## src/rtl/wbc2pipeline.sv

```systemverilog
// Bridges a Wishbone classic master onto a Wishbone pipelined slave.
// Latency: stb sampled at cycle 0 -> o_mstb at cycle 1; slave ack at cycle N -> o_sack at N+1.
// Backpressure: o_mstb holds with o_m* frozen while i_mstall; one request outstanding at a time.
//
// Ports:
//   i_clk, i_reset             clock, synchronous active-high reset
//   i_scyc/i_sstb/i_swe/...    classic slave port from the master
//   o_sack/o_serr/o_sdata      one-cycle classic response, read data valid with o_sack
//   o_mcyc/o_mstb/o_m*         registered pipelined request toward the slave
//   i_mstall/i_mack/i_merr     pipelined flow control and response, i_mdata read data
module wbc2pipeline #(
    parameter int AW        = 12,
    parameter int DW        = 32,
    parameter int LGTIMEOUT = 0
) (
    input  logic            i_clk,
    input  logic            i_reset,
    input  logic            i_scyc,
    input  logic            i_sstb,
    input  logic            i_swe,
    input  logic [AW-1:0]   i_saddr,
    input  logic [DW-1:0]   i_sdata,
    input  logic [DW/8-1:0] i_ssel,
    output logic            o_sack,
    output logic            o_serr,
    output logic [DW-1:0]   o_sdata,
    output logic            o_mcyc,
    output logic            o_mstb,
    output logic            o_mwe,
    output logic [AW-1:0]   o_maddr,
    output logic [DW-1:0]   o_mdata,
    output logic [DW/8-1:0] o_msel,
    input  logic            i_mstall,
    input  logic            i_mack,
    input  logic [DW-1:0]   i_mdata,
    input  logic            i_merr
);

    localparam int CW = (LGTIMEOUT > 0) ? LGTIMEOUT : 1;
    localparam logic [CW-1:0] TMAX = {CW{1'b1}};

    typedef enum logic [1:0] {
        S_IDLE,
        S_REQ,
        S_WAIT,
        S_ACK
    } state_t;

    state_t          r_state;
    logic [CW-1:0]   r_count;
    logic [CW-1:0]   w_count_nxt;
    logic            w_timeout;

    // Saturating watchdog count; it fires on the cycle the count reaches
    // its limit, so the error lands 2**LGTIMEOUT-1 cycles after issue.
    assign w_count_nxt = (r_count == TMAX) ? TMAX : r_count + 1'b1;
    assign w_timeout   = (LGTIMEOUT > 0) && (w_count_nxt == TMAX);

    always_ff @(posedge i_clk) begin
        if (i_reset) begin
            r_state <= S_IDLE;
            r_count <= '0;
            o_sack  <= 1'b0;
            o_serr  <= 1'b0;
            o_sdata <= '0;
            o_mcyc  <= 1'b0;
            o_mstb  <= 1'b0;
            o_mwe   <= 1'b0;
            o_maddr <= '0;
            o_mdata <= '0;
            o_msel  <= '0;
        end else begin
            case (r_state)
                S_IDLE: begin
                    o_sack <= 1'b0;
                    o_serr <= 1'b0;
                    o_mstb <= 1'b0;
                    // Keep CYC up between transfers of one classic cycle.
                    o_mcyc <= i_scyc && (o_mcyc || i_sstb);
                    if (i_scyc && i_sstb) begin
                        o_mwe   <= i_swe;
                        o_maddr <= i_saddr;
                        o_mdata <= i_sdata;
                        o_msel  <= i_ssel;
                        o_mcyc  <= 1'b1;
                        o_mstb  <= 1'b1;
                        r_count <= '0;
                        r_state <= S_REQ;
                    end
                end
                S_REQ: begin
                    r_count <= w_count_nxt;
                    if (!i_scyc) begin
                        o_mcyc  <= 1'b0;
                        o_mstb  <= 1'b0;
                        r_state <= S_IDLE;
                    end else if (w_timeout) begin
                        o_serr  <= 1'b1;
                        o_mcyc  <= 1'b0;
                        o_mstb  <= 1'b0;
                        r_state <= S_ACK;
                    end else if (!i_mstall) begin
                        o_mstb  <= 1'b0;
                        r_state <= S_WAIT;
                    end
                end
                S_WAIT: begin
                    r_count <= w_count_nxt;
                    if (!i_scyc) begin
                        o_mcyc  <= 1'b0;
                        o_mstb  <= 1'b0;
                        r_state <= S_IDLE;
                    end else if (i_merr) begin
                        // Error takes precedence over a simultaneous ack.
                        o_serr  <= 1'b1;
                        r_state <= S_ACK;
                    end else if (i_mack) begin
                        o_sack  <= 1'b1;
                        o_sdata <= i_mdata;
                        r_state <= S_ACK;
                    end else if (w_timeout) begin
                        o_serr  <= 1'b1;
                        o_mcyc  <= 1'b0;
                        o_mstb  <= 1'b0;
                        r_state <= S_ACK;
                    end
                end
                S_ACK: begin
                    // Stb is still high from the finished transfer; do not look at it.
                    o_sack  <= 1'b0;
                    o_serr  <= 1'b0;
                    r_state <= S_IDLE;
                end
                default: r_state <= S_IDLE;
            endcase
        end
    end

endmodule

```

## config.mk

```make
export PLATFORM = sky130hd
export DESIGN_NAME = wbc2pipeline
export DESIGN_NICKNAME = d
export VERILOG_FILES = /design/src/rtl/wbc2pipeline.sv
export SDC_FILE = /design/constraint.sdc
export NUM_CORES = 1
export LEC_CHECK = 0
export CELL_PAD_IN_SITES_DETAIL_PLACEMENT = 0
export CELL_PAD_IN_SITES_GLOBAL_PLACEMENT = 1
export CORE_MARGIN = 5
export CORE_UTILIZATION = 27
export CTS_CLUSTER_DIAMETER = 200
export CTS_CLUSTER_SIZE = 28
export DETAILED_ROUTE_END_ITERATION = 7
export PLACE_DENSITY = 0.86
export SLEW_MARGIN = 20
export SYNTH_ARGS = -nofsm -noshare
export SYNTH_HDL_FRONTEND = slang
export SYNTH_SLANG_ARGS = --single-unit
```

## constraint.sdc

```tcl
create_clock -name i_clk -period 1.6 [get_ports i_clk]
set_input_delay 0.32 -clock i_clk [delete_from_list [all_inputs] [get_ports i_clk]]
set_output_delay 0.32 -clock i_clk [all_outputs]
set_load 0.03 [all_outputs]
```

==> results.yml, run 1 <==
outcome:
  status: "completed"
grt:
  grt_pass1_vias: 3093
  antenna_found_initial: 0
  grt_usage_pct: 13.8
  grt_overflow: 0
  grt_pass1_wl_mm: 16.1
  grt_max_degree: 49
die:
  num_rows: 39
  start_util_pct: 27.7
  fp.dieW_um: 119
  die_area_mm2: 0.0141
  die_h_um: 119
  io_pins: 173
  core_area_mm2: 0.0115
clocking:
  ctsLongestPathBuffers: 2
  htreeDepth: 3
  cts_tree: "yes"
  clk_pin_slew_worst_paths_ns: 0.06
  postCtsSetupRepairBufs: 0
  clk_latency_ns: 0.33
  cts-root-buf: "clkbuf_16"
  cts_buffers: 9
  cts_sinks: 87
  cts_hold_buf: 0
logic_synthesis:
  synth_top_area_cell: "dfxtp_1"
  postSynthCellCount: 401
  netlist_area_mm2: 0.00319
  ys_types: 28
  synth-seq-area-share_pct: 54.6
  synth_top_area_share_pct: 54.6
  ys_seq_elements: 87
  synth_nets: 494
  synth_area_leaders: "dfxtp_1, nand2_1, a21oi_1, ha_1, buf_2"
  ys_warn_count: 0
  avgSynthCellArea_um2: 7.95
timing:
  fmax_ghz: 0.645
  relSlewSlack_pct: 74.5
  finalSetupTns_ns: 0
  timing.final.crit_period_ns: 1.55
  drv_slew: 0
  rsz0062_at_grt: "no"
  finClkSkew_ns: 0.00567
  setup_viol: 0
  fin_ws_ns: 0.0498
  period_share_pct: 96.9
  fin_hold_ws_ns: 0.295
  worst_pin_slew_ns: 0.382
  hold_viol: 0
detailed_routing:
  drt_pass1_iterations: 4
  route.vias.total: 3236
  drc_errors: 0
  drt_wl_total_mm: 10.2
  drt-wirelength-per-cell_um: 14.3
  drt_iter0_drc: 146
  ant_nets: 0
  viasPerCell: 4.54
worst_hold_path:
  min_path_type: "in2reg"
setup_path:
  required_ns: 1.83
  cp_max_fo: 4
  setup.worst_path.start_class: "flop"
  worstSetupEndpointType: "flop"
  critPathKind: "reg2reg"
  crit_arrival_ns: 1.78
cells_and_area:
  final_nets: 658
  syn_to_final_growth_pct: 67.4
  layoutNonFillerInstCount: 713
  drive_above_1_share_pct: 6.32
  final_cell_mix: "nand2_1, a21oi_1, clkdlybuf4s50_1, dfxtp_1, dlygate4sd2_1"
  diodes: 0
  regArea_mm2: 0.00175
  fillers: 1151
  multi_input_area_mm2: 0.00133
  final_common_cell: "nand2_1"
placement:
  port_buffers: 172
  dp_cells: 696
  place.gp.congestion: 0.793
  dp_hpwl_mm: 7.21
  place_ws_ns: -0.242
power_and_ir_drop:
  cellPowerDensity_mw_per_mm2: 969
  p_leak_nw: 2.29
  ir_drop_mv: 0.496
  total_power_mw: 5.17
flow_run:
  cap_violations: 0
[synthesized netlist by cell type]
| cell | count |
|---|---|
| nand2_1 | 164 |
| a21oi_1 | 87 |
| dfxtp_1 | 87 |
| buf_2 | 12 |
| clkbuf_1 | 11 |
| ha_1 | 5 |
| buf_1 | 4 |
| inv_1 | 4 |
| nor2_1 | 4 |
| a21bo_2 | 2 |
| and3_1 | 2 |
| buf_4 | 2 |
| nand3_1 | 2 |
| a211o_1 | 1 |
| a221oi_2 | 1 |
| a32o_1 | 1 |
| and3b_1 | 1 |
| and4b_1 | 1 |
| buf_6 | 1 |
| mux2i_1 | 1 |
| nand2b_1 | 1 |
| nand4b_1 | 1 |
| nor2b_1 | 1 |
| nor3_1 | 1 |
| nor4bb_1 | 1 |
| o21ai_0 | 1 |
| o21bai_1 | 1 |
| or4_1 | 1 |
[critical path, stage by stage, from the launching register on]
cell,delay (ns)
dfxtp_4,0.37
inv_1,0.09
ha_2,0.21
and3_1,0.18
a211o_1,0.31
a221oi_2,0.29
[per-layer routing]
layer	part of all wire [%]	GRT usage [%]
met1	41	15.6
met2	51	24.4
met3	6.2	4.39
met4	1.5	5.14
met5	0	0
[cell type report]
type / count / share of cell area [%]
clock buffer: 13 / 4.69
clock inverter: 3 / 0.797
inverter: 4 / 0.281
multi-input combinational: 280 / 25.0
sequential: 87 / 32.7
tap: 143 / 3.35
timing repair buffer: 183 / 33.2
[per-stage QoR]
| step | cell area (µm²) | utilization [%] |
|---|---|---|
| floorplan | 3190 | - |
| global placement | 5090 | 44.2 |
| detailed placement | 5090 | 44.2 |
| CTS | 5280 | 45.8 |
| global route | 5340 | 46.4 |
| finish | 5340 | 46.4 |
[registers in the layout (all words and copies together), names as in the netlist, 2 cells and up]
name,count
o_msel,4
r_state,2
o_mdata,32
o_maddr,12
o_sdata,32
[worst paths after layout]
path	slack, ns	end	start	cells past startpoint
max	0.05	r_state[0]$_SDFFE_PP0P_	r_state[1]$_SDFFE_PP0P_	5
min	0.30	o_mcyc$_SDFFE_PP0P_	i_reset	2
max reg2reg	0.05	r_state[0]$_SDFFE_PP0P_	r_state[1]$_SDFFE_PP0P_	5
min reg2reg	0.45	o_mdata[8]$_SDFFE_PP0P_	o_mdata[8]$_SDFFE_PP0P_	2
[where the power goes]
group          total (mW)  switching (mW)  internal (mW)
combinational       0.823           0.434          0.389
clock                2.06           0.813           1.25
sequential           2.29          0.0397           2.25
total                5.17            1.29           3.89
[cell families (layout without fill, tap and decap cells)]
family                     count (synthesis)  after routing  synth area share (%)
buffers and inverters                     34            203                  4.94
AOI/OAI and AO/OA                         94             94                  15.7
DFF                                       87             87                  54.6
and+or+nand+nor                          180            180                  22.4
muxes                                      1              1                 0.314
adders and majority gates                  5              5                  1.96
[repair_timing]
item | in CTS | in global routing
cloned | 0 | 1
pin swaps | 0 | 1
resized for setup | 87 | 8
setup endpoints to repair | 87 | 54
(Power assumes the default switching activity.)
==> run 2: changes to the inputs <==
--- a/config.mk
+++ b/config.mk
@@ -8,11 +8,12 @@
 export CELL_PAD_IN_SITES_DETAIL_PLACEMENT = 0
 export CELL_PAD_IN_SITES_GLOBAL_PLACEMENT = 1
 export CORE_MARGIN = 5
-export CORE_UTILIZATION = 27
+export CORE_UTILIZATION = 42
 export CTS_CLUSTER_DIAMETER = 200
 export CTS_CLUSTER_SIZE = 28
 export DETAILED_ROUTE_END_ITERATION = 7
-export PLACE_DENSITY = 0.86
+export DONT_BUFFER_PORTS = 1
+export PLACE_DENSITY = 0.82
 export SLEW_MARGIN = 20
 export SYNTH_ARGS = -nofsm -noshare
 export SYNTH_HDL_FRONTEND = slang
==> results.yml, run 2 (synthesized netlist as in run 1, its figures left out) <==
outcome:
  status: "completed"
flow_run:
  cap_violations: 0
detailed_routing:
  drt-wirelength-per-cell_um: 16.5
  drt_iter0_drc: 126
  drc_errors: 0
  route.vias.total: 2521
  viasPerCell: 5.11
  ant_nets: 0
  drt_pass1_iterations: 5
  drt_wl_total_mm: 8.11
power_and_ir_drop:
  p_leak_nw: 1.20
  internal-power_mw: 3.13
  switching_share_pct: 26.4
  ir_drop_mv: 0.588
  pwr-share-seq_pct: 57.7
  combPwrFrac_pct: 6.8
  switchingPower_mw: 1.12
  total_power_mw: 4.25
  cellPowerDensity_mw_per_mm2: 1210
  power.clock.fraction_pct: 35.5
setup_path:
  ff2ff_path_depth: 5
  setup.worst_path.start_class: "flop"
  rr_endpoint: "r_state[1]$_SDFFE_PP0P_"
  path_depth: 5
  crit_arrival_ns: 1.77
  cp_slowest_cell: "dfxtp_2"
  path_delay_family: "flip-flops"
  cp_max_fo: 8
  critPathBufInv: 1
  cpPeakStageDelay_ns: 0.34
  endpoint: "r_state[1]$_SDFFE_PP0P_"
  reg2reg_from: "r_state[0]$_SDFFE_PP0P_"
  required_ns: 1.86
  worstSetupEndpointType: "flop"
  r2r_setup_slack_ns: 0.09
  critPathLaunch: "r_state[0]$_SDFFE_PP0P_"
  critPathKind: "reg2reg"
  worstPathCellList: "inv_1 -> ha_2 -> nor4bb_1 -> a211o_1 -> mux2i_1"
cells_and_area:
  multi_input_area_mm2: 0.00130
  final_common_cell: "nand2_1"
  syn_to_final_growth_pct: 9.89
  diodes: 0
  regArea_mm2: 0.00174
  fillers: 724
  top_regs: "o_mdata: 32 flops, o_sdata: 32 flops, o_maddr: 12 flops"
  drive_above_1_share_pct: 7.87
  final_nets: 483
  final_cell_mix: "nand2_1, a21oi_1, dfxtp_1, clkbuf_8, buf_12"
grt:
  antenna_found_initial: 0
  grt_usage_pct: 16.4
  grt_max_degree: 90
  grt_pass1_wl_mm: 12.7
  grt_overflow: 0
  grt_pass1_vias: 2311
timing:
  period_share_pct: 94.2
  worst_pin_slew_ns: 0.367
  relSlewSlack_pct: 75.5
  hold_viol: 0
  finalSetupTns_ns: 0
  timing.final.crit_period_ns: 1.51
  rsz0062_at_grt: "yes"
  drv_slew: 0
  finClkSkew_ns: 0.00727
  fmax_ghz: 0.664
  setup_viol: 0
clocking:
  cts_hold_buf: 0
  cts-root-buf: "clkbuf_8"
  post_cts_resized: 0
  cts_tree: "yes"
  cts_buffers: 9
  clk_latency_ns: 0.34
  htreeDepth: 3
  ctsLongestPathBuffers: 2
  clk_pin_slew_worst_paths_ns: 0.08
  cts_sinks: 87
  postCtsSetupRepairBufs: 0
die:
  core_area_mm2: 0.00733
  die_h_um: 97.1
  io_pins: 173
  die_area_mm2: 0.00944
  fp.dieW_um: 97.1
  num_rows: 31
  start_util_pct: 43.5
worst_hold_path:
  min_path_type: "in2reg"
placement:
  dp_hpwl_mm: 5.80
  port_buffers: 0
  place.gp.congestion: 0.933
-- run 2: cell count changes in the layout (fill, tap and decap cells not counted), moves of 3 or more --
cell,before,now
clkbuf_16,10,0
clkbuf_1,3,0
clkdlybuf4s50_1,86,0
dlygate4sd2_1,85,0
clkbuf_8,1,10
-- run 2: layer usage --
metal | share of wire, % | global-route usage (%) | routed length (µm)
met1 | 39 | 18.2 | 3140
met5 | 0 | 0 | 0
met2 | 51 | 28.0 | 4130
met3 | 8.9 | 7.39 | 718
met4 | 1.5 | 5.51 | 119
-- run 2: layout make-up --
class,count,area share (%)
clock buffer,10,3.93
inverter,4,0.428
tap,99,3.53
sequential,87,49.8
clock inverter,5,1.68
timing repair buffer,8,3.50
multi-input combinational,280,37.2
-- run 2: worst reg2reg max path: stages (launching register included) --
cell      delay (ns)
dfxtp_2         0.34
inv_1           0.13
ha_2            0.27
nor4bb_1        0.29
a211o_1         0.19
mux2i_1         0.20
-- run 2: power by group through the flow --
stage / Sequential (mW) / Clock, mW / Combinational [mW]
6_report: 2.45 / 1.51 / 0.289
5_1_grt: 2.46 / 1.70 / 0.330
4_1_cts: 2.46 / 1.57 / 0.290
3_5_place_dp: 2.51 / 0 / 0.290
3_3_place_gp: 2.50 / 0 / 0.281
2_1_floorplan: 2.48 / 0 / 0.249
-- run 2: worst min-delay path by stage --
stage                     startpoint                        to  slack [ns]  cells after the start
after floorplan           i_saddr[0]   o_maddr[0]$_SDFFE_PP0P_        0.46                      2
after global placement       i_reset   r_state[0]$_SDFFE_PP0P_        0.40                      1
after detailed placement     i_reset   r_state[0]$_SDFFE_PP0P_        0.40                      1
after CTS                    i_reset   o_maddr[7]$_SDFFE_PP0P_        0.02                      1
after global routing         i_reset  o_maddr[11]$_SDFFE_PP0P_       0.006                      1
final                        i_reset   r_state[0]$_SDFFE_PP0P_        0.04                      1
-- run 2: through the flow --
step | area [µm²] | instances | utilization, % | hold slack [ns] | setup slack, ns
finish | 3500 | 493 | 47.8 | 0.0388 | 0.0936
global route | 3500 | 493 | 47.8 | 0.00585 | -0.0123
CTS | 3500 | 493 | 47.7 | 0.0223 | 0.0473
detailed placement | 3300 | 478 | 45.0 | 0.397 | 0.0630
global placement | 3300 | 478 | 45.0 | 0.397 | 0.139
floorplan | 3190 | 401 | - | 0.456 | 0.104
